File: src/rtl/reg_dump_sequencer.sv
// Debug register dump: sweeps the register bank and streams each word MSB byte first to the UART TX.
// Optional REG_DUMP_CHECKSUM_EN appends a running XOR of all data bytes as one trailing byte.
module reg_dump_sequencer #(
  parameter int unsigned DATA_SIZE = 32,
  parameter int unsigned REG_SIZE  = 5,
  parameter int unsigned NUM_REGS  = 32,
  parameter int unsigned BYTE_SIZE = 8
) (
  input  logic                 i_clock,
  input  logic                 i_reset,
  input  logic                 i_start,
  input  logic [DATA_SIZE-1:0] i_rb_data,
  input  logic                 i_tx_done,
  output logic                 o_rb_enable,
  output logic                 o_rb_read_enable,
  output logic [REG_SIZE-1:0]  o_rb_read_addr,
  output logic                 o_tx_start,
  output logic [BYTE_SIZE-1:0] o_tx_data,
  output logic                 o_busy,
  output logic                 o_done
);

  localparam int unsigned BYTES = DATA_SIZE / BYTE_SIZE;
  localparam int unsigned CNT_W = (BYTES > 1) ? $clog2(BYTES) : 1;

  typedef enum logic [2:0] {
    S_IDLE,
    S_READ,
    S_CAPTURE,
    S_SEND,
    S_WAIT_TX,
    S_NEXT,
    S_DONE
`ifdef REG_DUMP_CHECKSUM_EN
    , S_CHKSUM
`endif
  } state_t;

  state_t               state_q, state_d;
  logic [REG_SIZE-1:0]  addr_q, addr_d;
  logic [CNT_W-1:0]     cnt_q, cnt_d;
  logic [DATA_SIZE-1:0] cap_q, cap_d;
`ifdef REG_DUMP_CHECKSUM_EN
  logic [BYTE_SIZE-1:0] chk_q, chk_d;
  logic                 chk_phase_q, chk_phase_d;
`endif

  always_ff @(posedge i_clock) begin
    if (i_reset) begin
      state_q     <= S_IDLE;
      addr_q      <= '0;
      cnt_q       <= '0;
      cap_q       <= '0;
`ifdef REG_DUMP_CHECKSUM_EN
      chk_q       <= '0;
      chk_phase_q <= 1'b0;
`endif
    end else begin
      state_q     <= state_d;
      addr_q      <= addr_d;
      cnt_q       <= cnt_d;
      cap_q       <= cap_d;
`ifdef REG_DUMP_CHECKSUM_EN
      chk_q       <= chk_d;
      chk_phase_q <= chk_phase_d;
`endif
    end
  end

  always_comb begin
    state_d     = state_q;
    addr_d      = addr_q;
    cnt_d       = cnt_q;
    cap_d       = cap_q;
`ifdef REG_DUMP_CHECKSUM_EN
    chk_d       = chk_q;
    chk_phase_d = chk_phase_q;
`endif
    unique case (state_q)
      S_IDLE: begin
        if (i_start) begin
          state_d     = S_READ;
          addr_d      = '0;
`ifdef REG_DUMP_CHECKSUM_EN
          chk_d       = '0;
          chk_phase_d = 1'b0;
`endif
        end
      end
      S_READ:    state_d = S_CAPTURE;
      S_CAPTURE: begin
        cap_d   = i_rb_data;
        cnt_d   = '0;
        state_d = S_SEND;
      end
      S_SEND: begin
`ifdef REG_DUMP_CHECKSUM_EN
        if (!chk_phase_q) chk_d = chk_q ^ cap_q[DATA_SIZE-1 -: BYTE_SIZE];
`endif
        state_d = S_WAIT_TX;
      end
      S_WAIT_TX: begin
        if (i_tx_done) begin
          if (cnt_q < CNT_W'(BYTES - 1)) begin
            cap_d   = cap_q << BYTE_SIZE;
            cnt_d   = cnt_q + 1'b1;
            state_d = S_SEND;
          end else begin
`ifdef REG_DUMP_CHECKSUM_EN
            state_d = chk_phase_q ? S_DONE : S_NEXT;
`else
            state_d = S_NEXT;
`endif
          end
        end
      end
      S_NEXT: begin
        if (addr_q == REG_SIZE'(NUM_REGS - 1)) begin
`ifdef REG_DUMP_CHECKSUM_EN
          state_d = S_CHKSUM;
`else
          state_d = S_DONE;
`endif
        end else begin
          addr_d  = addr_q + 1'b1;
          state_d = S_READ;
        end
      end
`ifdef REG_DUMP_CHECKSUM_EN
      // Checksum reuses SEND/WAIT_TX: placed in the top byte with the counter preset to the last byte.
      S_CHKSUM: begin
        cap_d                           = '0;
        cap_d[DATA_SIZE-1 -: BYTE_SIZE] = chk_q;
        cnt_d                           = CNT_W'(BYTES - 1);
        chk_phase_d                     = 1'b1;
        state_d                         = S_SEND;
      end
`endif
      S_DONE:  state_d = S_IDLE;
      default: state_d = S_IDLE;
    endcase
  end

  always_comb begin
    o_busy           = (state_q != S_IDLE);
    o_rb_enable      = o_busy;
    o_rb_read_enable = (state_q == S_READ);
    o_rb_read_addr   = addr_q;
    o_tx_start       = (state_q == S_SEND);
    o_done           = (state_q == S_DONE);
    o_tx_data        = '0;
    if (state_q == S_SEND || state_q == S_WAIT_TX) o_tx_data = cap_q[DATA_SIZE-1 -: BYTE_SIZE];
  end

endmodule

File: config.mk
export PLATFORM = sky130hd
export DESIGN_NAME = reg_dump_sequencer
export DESIGN_NICKNAME = d
export VERILOG_FILES = /design/src/rtl/reg_dump_sequencer.sv
export SDC_FILE = /design/constraint.sdc
export NUM_CORES = 1
export LEC_CHECK = 0
export CAP_MARGIN = 15
export CORE_MARGIN = 5
export CORE_UTILIZATION = 51
export CTS_CLUSTER_SIZE = 20
export DETAILED_ROUTE_END_ITERATION = 6
export GPL_ROUTABILITY_DRIVEN = 0
export PLACE_DENSITY = 0.95
export SETUP_SLACK_MARGIN = 0.02
export SYNTH_ARGS = -nofsm -noshare
export SYNTH_HDL_FRONTEND = slang
export SYNTH_SLANG_ARGS = --single-unit
File: constraint.sdc
create_clock -name i_clock -period 4.7 [get_ports i_clock]
set_input_delay 0.47 -clock i_clock [delete_from_list [all_inputs] [get_ports i_clock]]
set_output_delay 0.47 -clock i_clock [all_outputs]
set_load 0.005 [all_outputs]
* Yosys cells after proc, flatten, opt, wreduce, memory -nomap -nowiden
Index checks and enable logic that the tools add are counted.
Widths: inputs -> output; s select.
** Word-level totals
- Latch bits :: 0
- Memory bits (read-only) :: 0
- Bits in writable memories :: 0
- Input bits :: 36
- Memories kept :: 0
- Logic and storage cells :: 41
- Flip-flop bits (word level) :: 42
- Output and inout bits :: 18
** Cells by class
- Add/sub/neg operators :: 2
- Div/mod/pow operators :: 0
- Mux-type cells :: 15
- $lt $le $gt $ge :: 1
- Multiply operators :: 0
- Shift-type cells :: 0
- Reductions and logical operators :: 8
- Eq/ne operators :: 11
- Bitwise operators :: 0
** Operators with widths (number)
- $mux 32 :: 2
- $pmux 32 s2 :: 1
- $pmux 3 s6 :: 1
- $mux 3 :: 4
- $mux 5 :: 2
- $pmux 5 s2 :: 1
- $eq 3x3->1 const B :: 3
- $mux 8 :: 1
- $ne 2x2->1 const B :: 4
- $eq 3x2->1 const B :: 2
- $reduce_and 3->1 :: 2
- $add 5x1->5 const B :: 1
- $eq 5x5->1 const B :: 1
- $mux 2 :: 2
- $pmux 2 s2 :: 1
- $reduce_bool 2->1 :: 2
- $eq 3x1->1 const B :: 1
- $logic_not 3->1 :: 1
- $reduce_bool 3->1 :: 1
- $add 2x1->2 const B :: 1
- $lt 2x2->1 const B :: 1
- $reduce_and 2->1 :: 1
- $logic_or 1x1->1 :: 1

* Depth between registers and ports, before layout
- Depth after elaboration :: 4
- Mapped depth :: 7
- Mapped depth without buffers :: 7

* Worst setup path before layout
OpenSTA, ideal clock, no wires.
- Path type :: flip-flop to flip-flop
- From :: register addr_q[0] (netlist: o_rb_read_addr[0])
- To :: register addr_q[3] (netlist: o_rb_read_addr[3])
- Library setup time :: 70 ps
- Setup slack :: 2897 ps
- Buffers on the path :: 0
- Cell stages (with the launch flop) :: 8
- Data required time :: 4630 ps
- Data arrival time :: 1733 ps
- Path through :: dfxtp_1 > ha_1 > and3_1 > ha_1 > and4bb_1 > nor2_2 > or3_1 > a21oi_1
** On the way
- Word-level cells in the longest chain between the ends :: 3
- Elaborated cells between the ends (all ways) :: 6
- Those cells by class :: 1 x add/sub; 2 x eq/ne; 2 x mux; 1 x reduce/logical
** Ends and longest elaborated chain
- from (decl) :: line 40 : logic [REG_SIZE-1:0] addr_q, addr_d;
- from (signal assigned) :: line 60 : addr_q <= addr_d;
- $add 5x1->5 or $eq 5x5->1 (tied branches) :: line 125, 118
- $mux 5 or $ne 2x2->1 (tied branches)
- $pmux 5 s2 or $reduce_and 3->1 (tied branches)
Several ways; a longest one is shown, not always the timed one. The select of a mux whose other input is x is not followed.
A chain may end at the register's enable or synchronous reset.

* Worst setup path after layout
- From :: register state_q[2]
- To :: output port o_tx_data[7]
** On the way
- Word-level cells in the longest chain between the ends :: 3
- Elaborated cells between the ends (all ways) :: 4
- Those cells by class :: 2 x eq/ne; 1 x mux; 1 x reduce/logical
** Ends and longest elaborated chain
- from (decl) :: line 39 : state_t state_q, state_d;
- from (signal assigned) :: line 59 : state_q <= state_d;
- $eq 3x2->1 or $eq 3x3->1 (tied branches) :: line 152 : if (state_q == S_SEND || state_q == S_WAIT_TX) o_tx_data = cap_q[DATA_SIZE-1 -: BYTE_SIZE];
- $logic_or 1x1->1 (*) :: line 152
- $mux 8 (*) :: line 152
- to (decl) :: line 18 : output logic [BYTE_SIZE-1:0] o_tx_data,
Every way passes the cells marked *; elsewhere a longest branch is shown, timed or not.

==> results.md <==
- Setup TNS: 0 ns
- Maxcap violations: 0
- Die W: 72.2 um
- Ports: 54
- Chip Height: 72.2 um
- Switching part of the total: 0.233
- Final core utilization: 0.700
- Final hold slack: 0.470 ns
- Vias per Instance: 5.29
- DR vias: 1620
- # setup viols final: 0
- Mapped Area: 1970 sq um
- Post-CTS Setup Inserts: 0
- Critical Path RT: 4.23 ns
- Final Hold Fails: 0
- Pin count of the biggest net entering global routing: 51
- Ys async rst share: 0
- CP bufs+invs: 2
- Synth Instances: 213
- Worst-Margin Slew: 0.949 ns
- Nets: 297
- Sequential Power Share: 0.493
- Syn nets: 252
- FF-to-FF setup slack: 2.56 ns
- Yosys warnings: 0
- Layout area overhead: 31.9%
- Reg clk slew, reported paths: 0.07 ns
- Hold path depth: 2
- Layout cells sized above 1: 0.0620
- Worst VDD drop: 0.221 mV
- Max frequency: 343 MHz
- Total CTS buffers: 5
- Hold crit path type: reg -> reg
- Gate power share: 0.152
- Crit-path cells: nor3b_4, buf_4, or2_1, and2_1, clkdlybuf4s50_1
- First-iteration detailed-routing DRC count: 100
- Crit Path Max Fanout: 28
- WP data arrival: 2.44 ns
- Vias in the first global route: 1479
- Status: completed
- Gate family responsible for the most delay along the worst path: buffers and inverters
- Initial antenna violation count: 0
- Post-Route WL: 3940 um
- Area leader, netlist: dfxtp_1
- Post-DP HPWL: 2860 um
- Library cells used by synthesis: 37
- Core Box Area: 3720 sq um
- Placed Area: 2490 sq um
- IO buf count: 53
- CTS Root Cell: clkbuf_8
- Critical path capture point type: output port
- Static Leak: 0.883 nW
- CTS H-tree lvls: 2
- Most numerous cell in the Yosys netlist: dfxtp_1
- Clk pwr share: 0.355
- Syn_area_per_cell: 9.26 sq um
- R2R cell count: 4
- Total chip power: 0.805 mW
- Clock sink count: 42
- Element type at the critical path start: flip-flop
- CTS Buffer Depth: 2
- Final ANT Viol Nets: 0
- Post-synth top area share: 0.426
- Fin area: 2600 sq um
- First-pass GRT wire length: 6600 um
- # hold bufs at CTS: 0
- Setup Skew: 0.00550 ns
- Unrepaired setup endpoints after global routing: false
- ANT cells: 0
- Top post-synthesis cells by count: 42 x dfxtp_1, 36 x nor2_1, 24 x mux2i_1
- Rel. slew slack: 0.367
- Stages on the worst setup path: 5
- Synth area leaders: dfxtp_1 43%, mux2i_1 12%, a211oi_1 8.4%
- GRT Util Overall: 0.162
- Grt ovf: 0
- Clock Latency Late Sink: 0.30 ns
- Internal power: 0.617 mW
- CTS tree: built
- Main synth FF type: dfxtp_1
- Seq/Total Area, Yosys: 0.426
- Tcrit/Tclk final: 0.620
- EDFF count, synth: 0
- Initial Utilization: 0.531
- CP peak stage delay: 0.58 ns
- Filler cells: 309
- Residual DRC: 0
- Slew Viols, Final: 0
- Slowest cell on the critical path: dfxtp_1
- Drt wl/cell: 12.9 um
- Psw: 0.188 mW
- Total die area: 5210 sq um
- Pwr per Cell Area: 310 nW/um^2
- Yosys reg bits: 42
- Post-CTS resize count: 0
- Std-Cell Rows: 22
- DR pass1 iterations: 5
- Crit Path Class: reg -> out
- Min Clock Period, post-route: 2.91 ns
==> logic make-up after synthesis <==
logic type	after synthesis	share of synthesized area
compound gates	53	0.185
xor+xnor	2	0.00888
simple gates	71	0.188
mux	24	0.122
buf+inv	18	0.0508
flops	42	0.426
fa+ha+maj	3	0.0190
==> worst register-to-register path, stage by stage, from the launching register on <==
cell	delay (ns)
dfxtp_1	0.59
nor2b_1	0.28
o21ba_2	0.81
nor2_1	0.14
a211oi_2	0.24
==> layer usage <==
layer  wire length, um  global-route usage
met5                 0                   0
met4                77              0.0752
met3               325              0.0623
met2              1770               0.250
met1              1760               0.198
==> stage by stage <==
stage,worst slack (ns),cells
4_1_cts,1.77,306
3_5_place_dp,2.09,299
5_1_grt,1.63,306
6_report,1.79,306
3_3_place_gp,2.14,299
2_1_floorplan,2.90,213
==> area by class of cell <==
cell class | count | area [sq um] | area share
multi-input cells | 153 | 1040 | 0.399
flip-flops and latches | 42 | 841 | 0.323
repair buffers | 55 | 546 | 0.210
clock buffers | 6 | 82.6 | 0.0318
well taps | 48 | 60.1 | 0.0231
clock inverters | 1 | 30.0 | 0.0115
inverters | 1 | 3.75 | 0.00144
==> path summary, 6_finish.rpt <==
check                                             start                endpoint
worst max-delay path            state_q[2]$_SDFFE_PP0P_            o_tx_data[7]
worst min-delay path              cnt_q[1]$_SDFFE_PP0P_   cnt_q[1]$_SDFFE_PP0P_
worst max register to register  state_q[1]$_SDFFE_PP0P_  cap_q[14]$_SDFFE_PP0P_
worst min register to register    cnt_q[1]$_SDFFE_PP0P_   cnt_q[1]$_SDFFE_PP0P_
==> sequential cells by signal (all words and copies together), names as in the netlist <==
signal / count
cap_q: 32
cnt_q: 2
o_rb_read_addr: 5
state_q: 3
==> power by group through the flow <==
stage | Clock [mW] | Combinational (mW) | Sequential [mW]
after floorplan | 0 | 0.0772 | 0.398
after global placement | 0 | 0.119 | 0.404
after detailed placement | 0 | 0.123 | 0.405
after CTS | 0.296 | 0.123 | 0.397
after global routing | 0.314 | 0.136 | 0.400
final | 0.286 | 0.122 | 0.397
==> cell usage in the layout (no fill, tap or decap), types with 3 or more instances in the layout <==
master	synthesis	routed
o21ai_0	8	8
a22oi_1	8	8
ha_1	3	3
nand2_1	5	5
nor2_1	36	36
and2_1	9	9
a21oi_1	10	10
a211oi_1	22	22
clkbuf_8	0	6
dfxtp_1	42	42
mux2i_1	24	24
clkdlybuf4s50_1	0	53
Power figures use the tool's default switching activity.
==> variant (same flow settings) <==
Change the parameter `BYTE_SIZE` from 8 to 4.
--- a/src/rtl/reg_dump_sequencer.sv
+++ b/src/rtl/reg_dump_sequencer.sv
@@ -4,7 +4,7 @@
   parameter int unsigned DATA_SIZE = 32,
   parameter int unsigned REG_SIZE  = 5,
   parameter int unsigned NUM_REGS  = 32,
-  parameter int unsigned BYTE_SIZE = 8
+  parameter int unsigned BYTE_SIZE = 4
 ) (
   input  logic                 i_clock,
   input  logic                 i_reset,
Ports: changed (resized o_tx_data); port bits go from 54 to 50. No check against the original RTL was run, so the function may have changed too.
==> variant against the unedited design <==
  * Core utilization down 6.2 points
  * Sequential power up 4%
  * Total power down 1.8%
  * Area after synthesis up 15%
  * Worst setup slack worse by 370 ps
  * Critical path depth down 1
  * Sequential cell count up 1
  * Clock power down 19%
  * Wire length up 25%
  * Via count up 20%
  * Final area up 6.1%
  * Critical path type unchanged
  * Critical endpoint is now o_tx_data[0]
  * Largest power group unchanged
==> variant: results <==
[pwr]
combPwrFrac_pct = 18.2
irDropWorstVdd_uv = 163
clock_net_power_uw = 233
power.leakage_nw = 1.13
pg_comb_uw = 144

[place]
dp.cells = 314
port_buffers = 49
hpwl_mm = 3.24
dp_slack_ps = 1730
placed_area_um2 = 2670

[synthesis]
syn_nets = 276
synth_cells = 237
synthTopCellsByArea = "dfxtp_1 (38%), mux2i_1 (13%), a221oi_1 (11%), nor2_1 (5.0%), o211ai_1 (2.7%)"
yosysSeqAreaShare_pct = 38.1
ys_types = 40
synthXorXnorAreaFrac_pct = 0
synth.area.mux_share_pct = 13.3
synth-adder-area-share_pct = 1.66

[global_routing]
grt_pass1_wl_mm = 8.07
grt_max_degree = 45
grt_pass1_vias = 1726
met2_usage_pct = 25.5
grt_util_met1_pct = 21.8
use_met3_pct = 5.44

[worst_setup_path]
crit_start = "state_q[0]"
arrival_ps = 2820
reg2reg_from = "state_q[0]"
critPathMaxStageDelay_ps = 900

[worst_hold_path]
worstHoldStart = "o_rb_read_addr[4]"

[outcome]
status = "finished clean"

[cells_and_area]
seqAreaFraction_pct = 31.2
drive_gt1_share_pct = 7.41
n_sequential_cell = 43
buffers_excl_clock = 51
buf_share_pct = 18.3
inv_count = 2
nMultiInputCombCells = 166
multi_input_area_um2 = 1230
clock_area_share_pct = 3.08
syn_to_final_growth_pct = 22.2

[route]
first_iter_violations = 183
wl_per_cell_um = 15.3
wl_met1_mm = 2.13
dr_wl_met3_um = 300
firstDrtPassIters = 4
vias = 1936
route.met2.wl_mm = 2.45

[timing]
worstMarginPinSlew_ps = 999
skew_ps = 7.21
[variant: cell types whose count changed in the layout (fill, tap and decap cells not counted), moves of 5 or more]
cell,unedited run,this run
a211oi_1,22,0
and2_1,9,4
mux2i_1,24,30
o211ai_1,0,8
a22oi_1,8,0
a221oi_1,0,28
o21ai_0,8,0
nor2_1,36,30
[variant: worst paths after layout]
check | end | slack (ps) | cells past startpoint
min | o_rb_read_addr[4] | 500 | 2
min reg2reg | o_rb_read_addr[4] | 500 | 2
max | o_tx_data[0] | 1410 | 4
max reg2reg | cap_q[12] | 2430 | 3
[variant: kinds of logic after synthesis]
| logic type | count (synthesis) |
|---|---|
| DFF | 43 |
| and+or+nand+nor | 77 |
| adders and majority gates | 3 |
| buffers and inverters | 28 |
| muxes | 30 |
| AOI/OAI and AO/OA | 56 |
[variant: critical path, delay by kind of cell (launching register included)]
family	cells	cell delay, ps
flops	1	710
buf+inv	1	440
simple gates	3	1360
